File: src/rtl/rr_arb_mux.sv
// rtl/rr_arb_mux.sv - round-robin N:1 stream arbiter with registered output stage
// Optional burst lock on in_last: RR_ARB_MUX_LOCK_EN
module rr_arb_mux #(
    parameter int WIDTH    = 32,
    parameter int CHANNELS = 4,
    parameter int SEL_W    = $clog2(CHANNELS)
) (
    input  logic                      clk,
    input  logic                      rst_n,
    input  logic [CHANNELS*WIDTH-1:0] in_data,
    input  logic [CHANNELS-1:0]       in_valid,
`ifdef RR_ARB_MUX_LOCK_EN
    input  logic [CHANNELS-1:0]       in_last,
`endif
    output logic [CHANNELS-1:0]       in_ready,
    output logic [WIDTH-1:0]          out_data,
    output logic [SEL_W-1:0]          out_sel,
    output logic                      out_valid,
    input  logic                      out_ready
);

    logic [WIDTH-1:0]    out_data_q, out_data_d;
    logic [SEL_W-1:0]    out_sel_q, out_sel_d;
    logic                out_valid_q, out_valid_d;
    logic [SEL_W-1:0]    ptr_q, ptr_d;
`ifdef RR_ARB_MUX_LOCK_EN
    logic                lock_q, lock_d;
    logic [SEL_W-1:0]    lock_ch_q, lock_ch_d;
`endif

    logic                load;
    logic                accept;
    logic [CHANNELS-1:0] grant;
    logic [SEL_W-1:0]    grant_idx;
    logic [SEL_W-1:0]    idx;
    int                  idx_i;

    // Search from the highest offset down so the channel nearest ptr wins.
    always_comb begin
        grant     = '0;
        grant_idx = '0;
        idx       = '0;
        idx_i     = 0;
        for (int k = CHANNELS - 1; k >= 0; k--) begin
            idx_i = int'(ptr_q) + k;
            if (idx_i >= CHANNELS) idx_i = idx_i - CHANNELS;
            idx = SEL_W'(idx_i);
            if (in_valid[idx]) begin
                grant      = '0;
                grant[idx] = 1'b1;
                grant_idx  = idx;
            end
        end
`ifdef RR_ARB_MUX_LOCK_EN
        if (lock_q) begin
            grant            = '0;
            grant[lock_ch_q] = in_valid[lock_ch_q];
            grant_idx        = lock_ch_q;
        end
`endif
    end

    assign load     = !out_valid_q || out_ready;
    assign accept   = load && (|grant);
    // Gated by rst_n so no producer sees ready while the stage is held in reset.
    assign in_ready = rst_n ? (grant & {CHANNELS{load}}) : '0;

    always_comb begin
        out_data_d  = out_data_q;
        out_sel_d   = out_sel_q;
        out_valid_d = out_valid_q;
        ptr_d       = ptr_q;
`ifdef RR_ARB_MUX_LOCK_EN
        lock_d      = lock_q;
        lock_ch_d   = lock_ch_q;
`endif
        if (accept) begin
            out_data_d  = in_data[grant_idx*WIDTH +: WIDTH];
            out_sel_d   = grant_idx;
            out_valid_d = 1'b1;
            ptr_d       = (grant_idx == SEL_W'(CHANNELS - 1)) ? '0 : grant_idx + 1'b1;
`ifdef RR_ARB_MUX_LOCK_EN
            if (in_last[grant_idx]) begin
                lock_d = 1'b0;
            end else begin
                lock_d    = 1'b1;
                lock_ch_d = grant_idx;
                ptr_d     = ptr_q;
            end
`endif
        end else if (out_ready) begin
            out_valid_d = 1'b0;
        end
    end

    always_ff @(posedge clk or negedge rst_n) begin
        if (!rst_n) begin
            out_data_q  <= '0;
            out_sel_q   <= '0;
            out_valid_q <= 1'b0;
            ptr_q       <= '0;
`ifdef RR_ARB_MUX_LOCK_EN
            lock_q      <= 1'b0;
            lock_ch_q   <= '0;
`endif
        end else begin
            out_data_q  <= out_data_d;
            out_sel_q   <= out_sel_d;
            out_valid_q <= out_valid_d;
            ptr_q       <= ptr_d;
`ifdef RR_ARB_MUX_LOCK_EN
            lock_q      <= lock_d;
            lock_ch_q   <= lock_ch_d;
`endif
        end
    end

    assign out_data  = out_data_q;
    assign out_sel   = out_sel_q;
    assign out_valid = out_valid_q;

endmodule

File: config.mk
export PLATFORM = sky130hd
export DESIGN_NAME = rr_arb_mux
export DESIGN_NICKNAME = d
export VERILOG_FILES = /design/src/rtl/rr_arb_mux.sv
export SDC_FILE = /design/constraint.sdc
export NUM_CORES = 1
export LEC_CHECK = 0
export CAP_MARGIN = 20
export CORE_AREA = 2 2 107 109
export CTS_CLUSTER_DIAMETER = 60
export DETAILED_ROUTE_END_ITERATION = 8
export DIE_AREA = 0 0 109 111
export PLACE_DENSITY_LB_ADDON = 0.15
export SLEW_MARGIN = 40
export SYNTH_ARGS = -nofsm -noshare
export SYNTH_HDL_FRONTEND = slang
export SYNTH_SLANG_ARGS = --single-unit
File: constraint.sdc
create_clock -name clk -period 4.67 [get_ports clk]
set_input_delay 0.934 -clock clk [delete_from_list [all_inputs] [get_ports clk]]
set_output_delay 0.934 -clock clk [all_outputs]
set_load 0.02 [all_outputs]
; After elaboration in Yosys (flattened, before gate mapping)
; Cells that the tools add are included.
[totals]
in_bits = 135
output_inout_bits = 39
regBits = 37
wordCells = 68
[classes]
n_reduce_logical = 9
bitwise = 1
n_lt_le_gt_ge = 12
n_eq_ne = 1
n_shift = 1
mux = 32
n_addsub = 8
[op_table]
columns = operator, count
row1 = $shiftx A128 B8 Y32, 1
row2 = $mux W4, 5
row3 = $mux W2, 9
row4 = $lt A2 B3 Y1 const B, 4
row5 = $mux W1, 10
row6 = $ge A3 B3 Y1 const B, 3
row7 = $bmux W1 S2, 4
row8 = $demux W1 S2, 4
row9 = $ge A2 B1 Y1 const B, 4
row10 = $sub A2 B1 Y2 const B, 4
row11 = $add A2 B2 Y3 const B, 2
row12 = $logic_and A1 B1 Y1, 5
row13 = $and A4 B4 Y4, 1
row14 = $reduce_or A4 Y1, 1
row15 = $add A2 B1 Y3 const B, 1
row16 = $ge A2 B3 Y1 const B, 1
row17 = $add A2 B1 Y2 const B, 1
row18 = $eq A2 B2 Y1 const B, 1
row19 = $reduce_bool A2 Y1, 1
row20 = $logic_not A1 Y1, 1
row21 = $logic_or A1 B1 Y1, 1

; Logic depth before layout (Yosys ltp)
[logic_depth]
ltp_word = 14
depth_mapped = 13
ltp_nobuf = 9

; Least setup slack after synthesis
; OpenSTA, ideal clock, no wires.
[synth_timing]
path_kind = input to output
start = input in_valid[1]
end = output in_ready[0]
required_time_ps = 3736
path_slack_ps = 1306
n_path_buf = 1
arrival_time_ps = 2430
cell_stages = 7
path_cell_list = buf_2 nand2_1 o21ai_1 o21ai_1 nand4_1 a41oi_1 nor2b_1
[synth_via]
elab_chain_cells = 8
elab_cells_between_ends = 14
classes_between = mux: 13 / bitwise: 1
[synth_rtl]
columns = item, line_no
row1 = from (decl), 11  ; input logic [CHANNELS-1:0] in_valid,
row2 = $bmux W1 S2, 48  ; if (in_valid[idx]) begin
row3 = $mux W1 (not written as such), 48
row4 = $mux W4 (3 in a row), 48
row5 = $mux W4 *, 48
row6 = $and A4 B4 Y4 *, 66  ; assign in_ready = rst_n ? (grant & {CHANNELS{load}}) : '0;
row7 = $mux W4 *, 66
row8 = to (decl), 15  ; output logic [CHANNELS-1:0] in_ready,
; Every way passes the cells marked *; elsewhere a longest branch is shown, timed or not. The select of a mux whose other input is x is not followed.

; Worst setup path in the final report
[layout_timing]
start = input in_valid[0]
end = output in_ready[3]
; Same word-level chain as after synthesis.

==> results.toml <==
[run_status]
status = "finished, final reports clean"

[critical_path]
crit_buf_inv = 2
r2r_cells = 9
slowest_stage = "clkdlybuf4s50_1"
critPathRequiredTime_ns = 3.74
worst_setup_path_start_kind = "primary input"
crit_top_cell = "clkdlybuf4s50_1"
cp_cell_sequence = "clkdlybuf4s50_1, mux2i_4, nor2_2, a21o_1, a2111oi_1, o21ai_1, nor2b_1, clkdlybuf4s50_1"
crit_arrival_ns = 3.43
worstSetupStartpoint = "in_valid[0]"
critPathMaxFanout = 10
crit_type = "primary input to primary output"
crit_path_max_incr_delay_ns = 0.60
worst_setup_path_end_kind = "primary output"
cp.depth = 8
crit_family = "buffers and inverters"
r2r-start = "ptr_q[0]"

[synthesis]
synthArstFlopShare = 1.00
ys.warnings.count = 0
post-synth-top-area-cell = "mux2i_1"
synth_top_area_frac = 0.308
avgSynthCellArea_um2 = 11.2
ys_seq_elements = 37
syn_inst = 288
synth_ff_type = "dfrtp_1"
syn_nets = 431
yosys-top-cells-area = "mux2i_1 31%, dfrtp_1 29%, mux2_4 14%"
seq_area_frac_synth = 0.287
synth-edff-count = 0
yosys.cell_count.top_type = "mux2i_1"
ys_types = 44
yosys-top-cells-count = "99 x mux2i_1, 37 x dfrtp_1, 29 x mux2_4"
synthesis.area_um2 = 3220

[sta]
setup_viol = 0
tns_ns = 0
slew_violations = 0
finalCriticalPeriod_ns = 4.37
worstMarginPinSlew_ns = 0.601
max_slew_margin = 0.598
post-route-period-util = 0.935
fmax_ghz = 0.229
final.setup_skew_ns = 0.00520
hold_viol_final = 0
rsz0062_at_grt = "false"

[grt]
grt_max_degree = 38
antenna_found_initial = 0
globalRouteTotalUtil = 0.151
grt_pass1_vias = 2950
grt_pass1_wl_um = 14400
overflow = 0

[floorplanning]
coreArea_um2 = 11100
die_x_um = 109
die_h_um = 111
die_area_um2 = 12100
initial_core_util = 0.291
num_rows = 39
io_pins = 174

[clock_tree]
clock-sinks = 37
hold_buffers = 0
cts_root_buf = "clkbuf_16"
ctsLongestPathBuffers = 2
clk_pin_slew_ns = 0.05
tritoncts.num_buffers = 5
worstSkewPairLatency_ns = 0.27
htreeDepth = 2
cts_tree = "yes"

[cells_and_area]
finalInstanceArea_um2 = 5330
areaGrowthSynthToFinish_pct = 65.3
layout-drive-gt1-share = 0.146
antenna_cells = 0
layout.nets = 601

[pwr]
combPwrFrac = 0.759
vdd_ir_drop_max_mv = 0.447
seqPwrFrac = 0.146
power_density_nw_per_um2 = 764
power_leakage_nw = 2.50
clkPwrFrac = 0.095
switching_share = 0.403
p_int_mw = 2.43
switchingPower_mw = 1.64

[run]
drv_cap = 0

[detailed_routing]
ant_nets = 0
drtIter0Drc = 56
vias_per_cell = 4.71
vias = 2834
wl_per_cell_um = 15.0
drt_pre_antenna_iters = 4
drt_wl_total_um = 9020
drc_errors = 0

[place]
io_buffers = 173
gp_congestion = 0.784
dp_hpwl_um = 7250
place_area_um2 = 5150

[worst_hold_path]
hold_depth = 1
holdCritPathClass = "flip-flop to flip-flop"
hold_start = "out_data[6]"
-- cell usage in the layout, fill, tap and decap left out, drive strengths merged, types with 3 or more instances in the layout --
cell type	instances
o211ai	4
clkdlybuf4s50	170
buf	11
o2bb2ai	3
mux2i	100
inv	6
nor2	13
ha	8
nand2	13
mux2	37
and2	3
dfrtp	37
a21oi	6
o21ai	8
nor2b	4
clkbuf	7
-- state kept, by name (all words and copies together) (netlist names) --
register,count
out_data,32
out_sel,2
ptr_q,2
out_valid,1
-- worst paths after layout --
kind,to,slack [ns]
min in group asynchronous,out_valid,0.76
worst min register to register,out_data[6],0.50
worst max register to register,out_data[2],1.53
worst min-delay path,out_data[6],0.50
max in group asynchronous,out_data[9],3.58
worst max-delay path,in_ready[3],0.30
-- cells by family (layout without fill, tap and decap cells) --
| family | Yosys count | count (layout) | share of synthesized area |
|---|---|---|---|
| mux | 137 | 137 | 0.478 |
| simple gates | 45 | 45 | 0.0695 |
| flops | 37 | 37 | 0.287 |
| compound gates | 34 | 34 | 0.0862 |
| buf+inv | 26 | 197 | 0.0454 |
| fa+ha+maj | 8 | 8 | 0.0311 |
| xor+xnor | 1 | 1 | 0.00272 |
-- timing repair --
action / in CTS / in global routing
resized for setup: 0 / 2
setup endpoints to repair: 0 / 1
buffers inserted: 0 / 0
-- power by group through the flow --
| stage | logic (mW) | registers [mW] | clock network, mW |
|---|---|---|---|
| 3_5_place_dp | 3.15 | 0.591 | 0 |
| 6_report | 3.09 | 0.593 | 0.387 |
| 4_1_cts | 3.15 | 0.595 | 0.403 |
| 3_3_place_gp | 3.13 | 0.591 | 0 |
| 2_1_floorplan | 2.04 | 0.788 | 0 |
| 5_1_grt | 3.35 | 0.617 | 0.417 |
-- final cells by class --
class | instances | area, µm²
fillers | 1049 | 5750
well taps | 143 | 179
multi-input cells | 225 | 2170
inverters | 6 | 22.5
clock inverters | 1 | 30.0
repair buffers | 183 | 1860
clock buffers | 7 | 143
flip-flops and latches | 37 | 926
-- routing by layer --
layer | up-vias | track usage | share of wire
met3 | 5 | 0.0511 | 0.090
li1 | 1404 | - | -
met4 | 0 | 0.0256 | 0.0075
met5 | - | 0 | 0
met1 | 1311 | 0.178 | 0.40
met2 | 114 | 0.265 | 0.50
-- stage by stage --
step / worst slack (ns) / util / total power [mW] / hold slack, ns / instances
floorplan: 1.31 / - / 2.82 / 0.635 / 288
global placement: 0.241 / 0.465 / 3.72 / 0.487 / 594
detailed placement: 0.201 / 0.465 / 3.75 / 0.491 / 594
CTS: 0.199 / 0.480 / 4.15 / 0.507 / 602
global route: 0.176 / 0.481 / 4.38 / 0.514 / 602
finish: 0.304 / 0.481 / 4.07 / 0.502 / 602
-- worst reg2reg max path, cell delays in order, from the launching register on --
cell       delay (ns)
dfrtp_1          0.36
inv_2            0.10
ha_1             0.59
nor2_2           0.12
a21o_1           0.22
a2111oi_1        0.41
o21ai_1          0.22
o41ai_4          0.31
buf_12           0.32
mux2_2           0.39
Note: power is estimated with default switching activity, not from simulation.
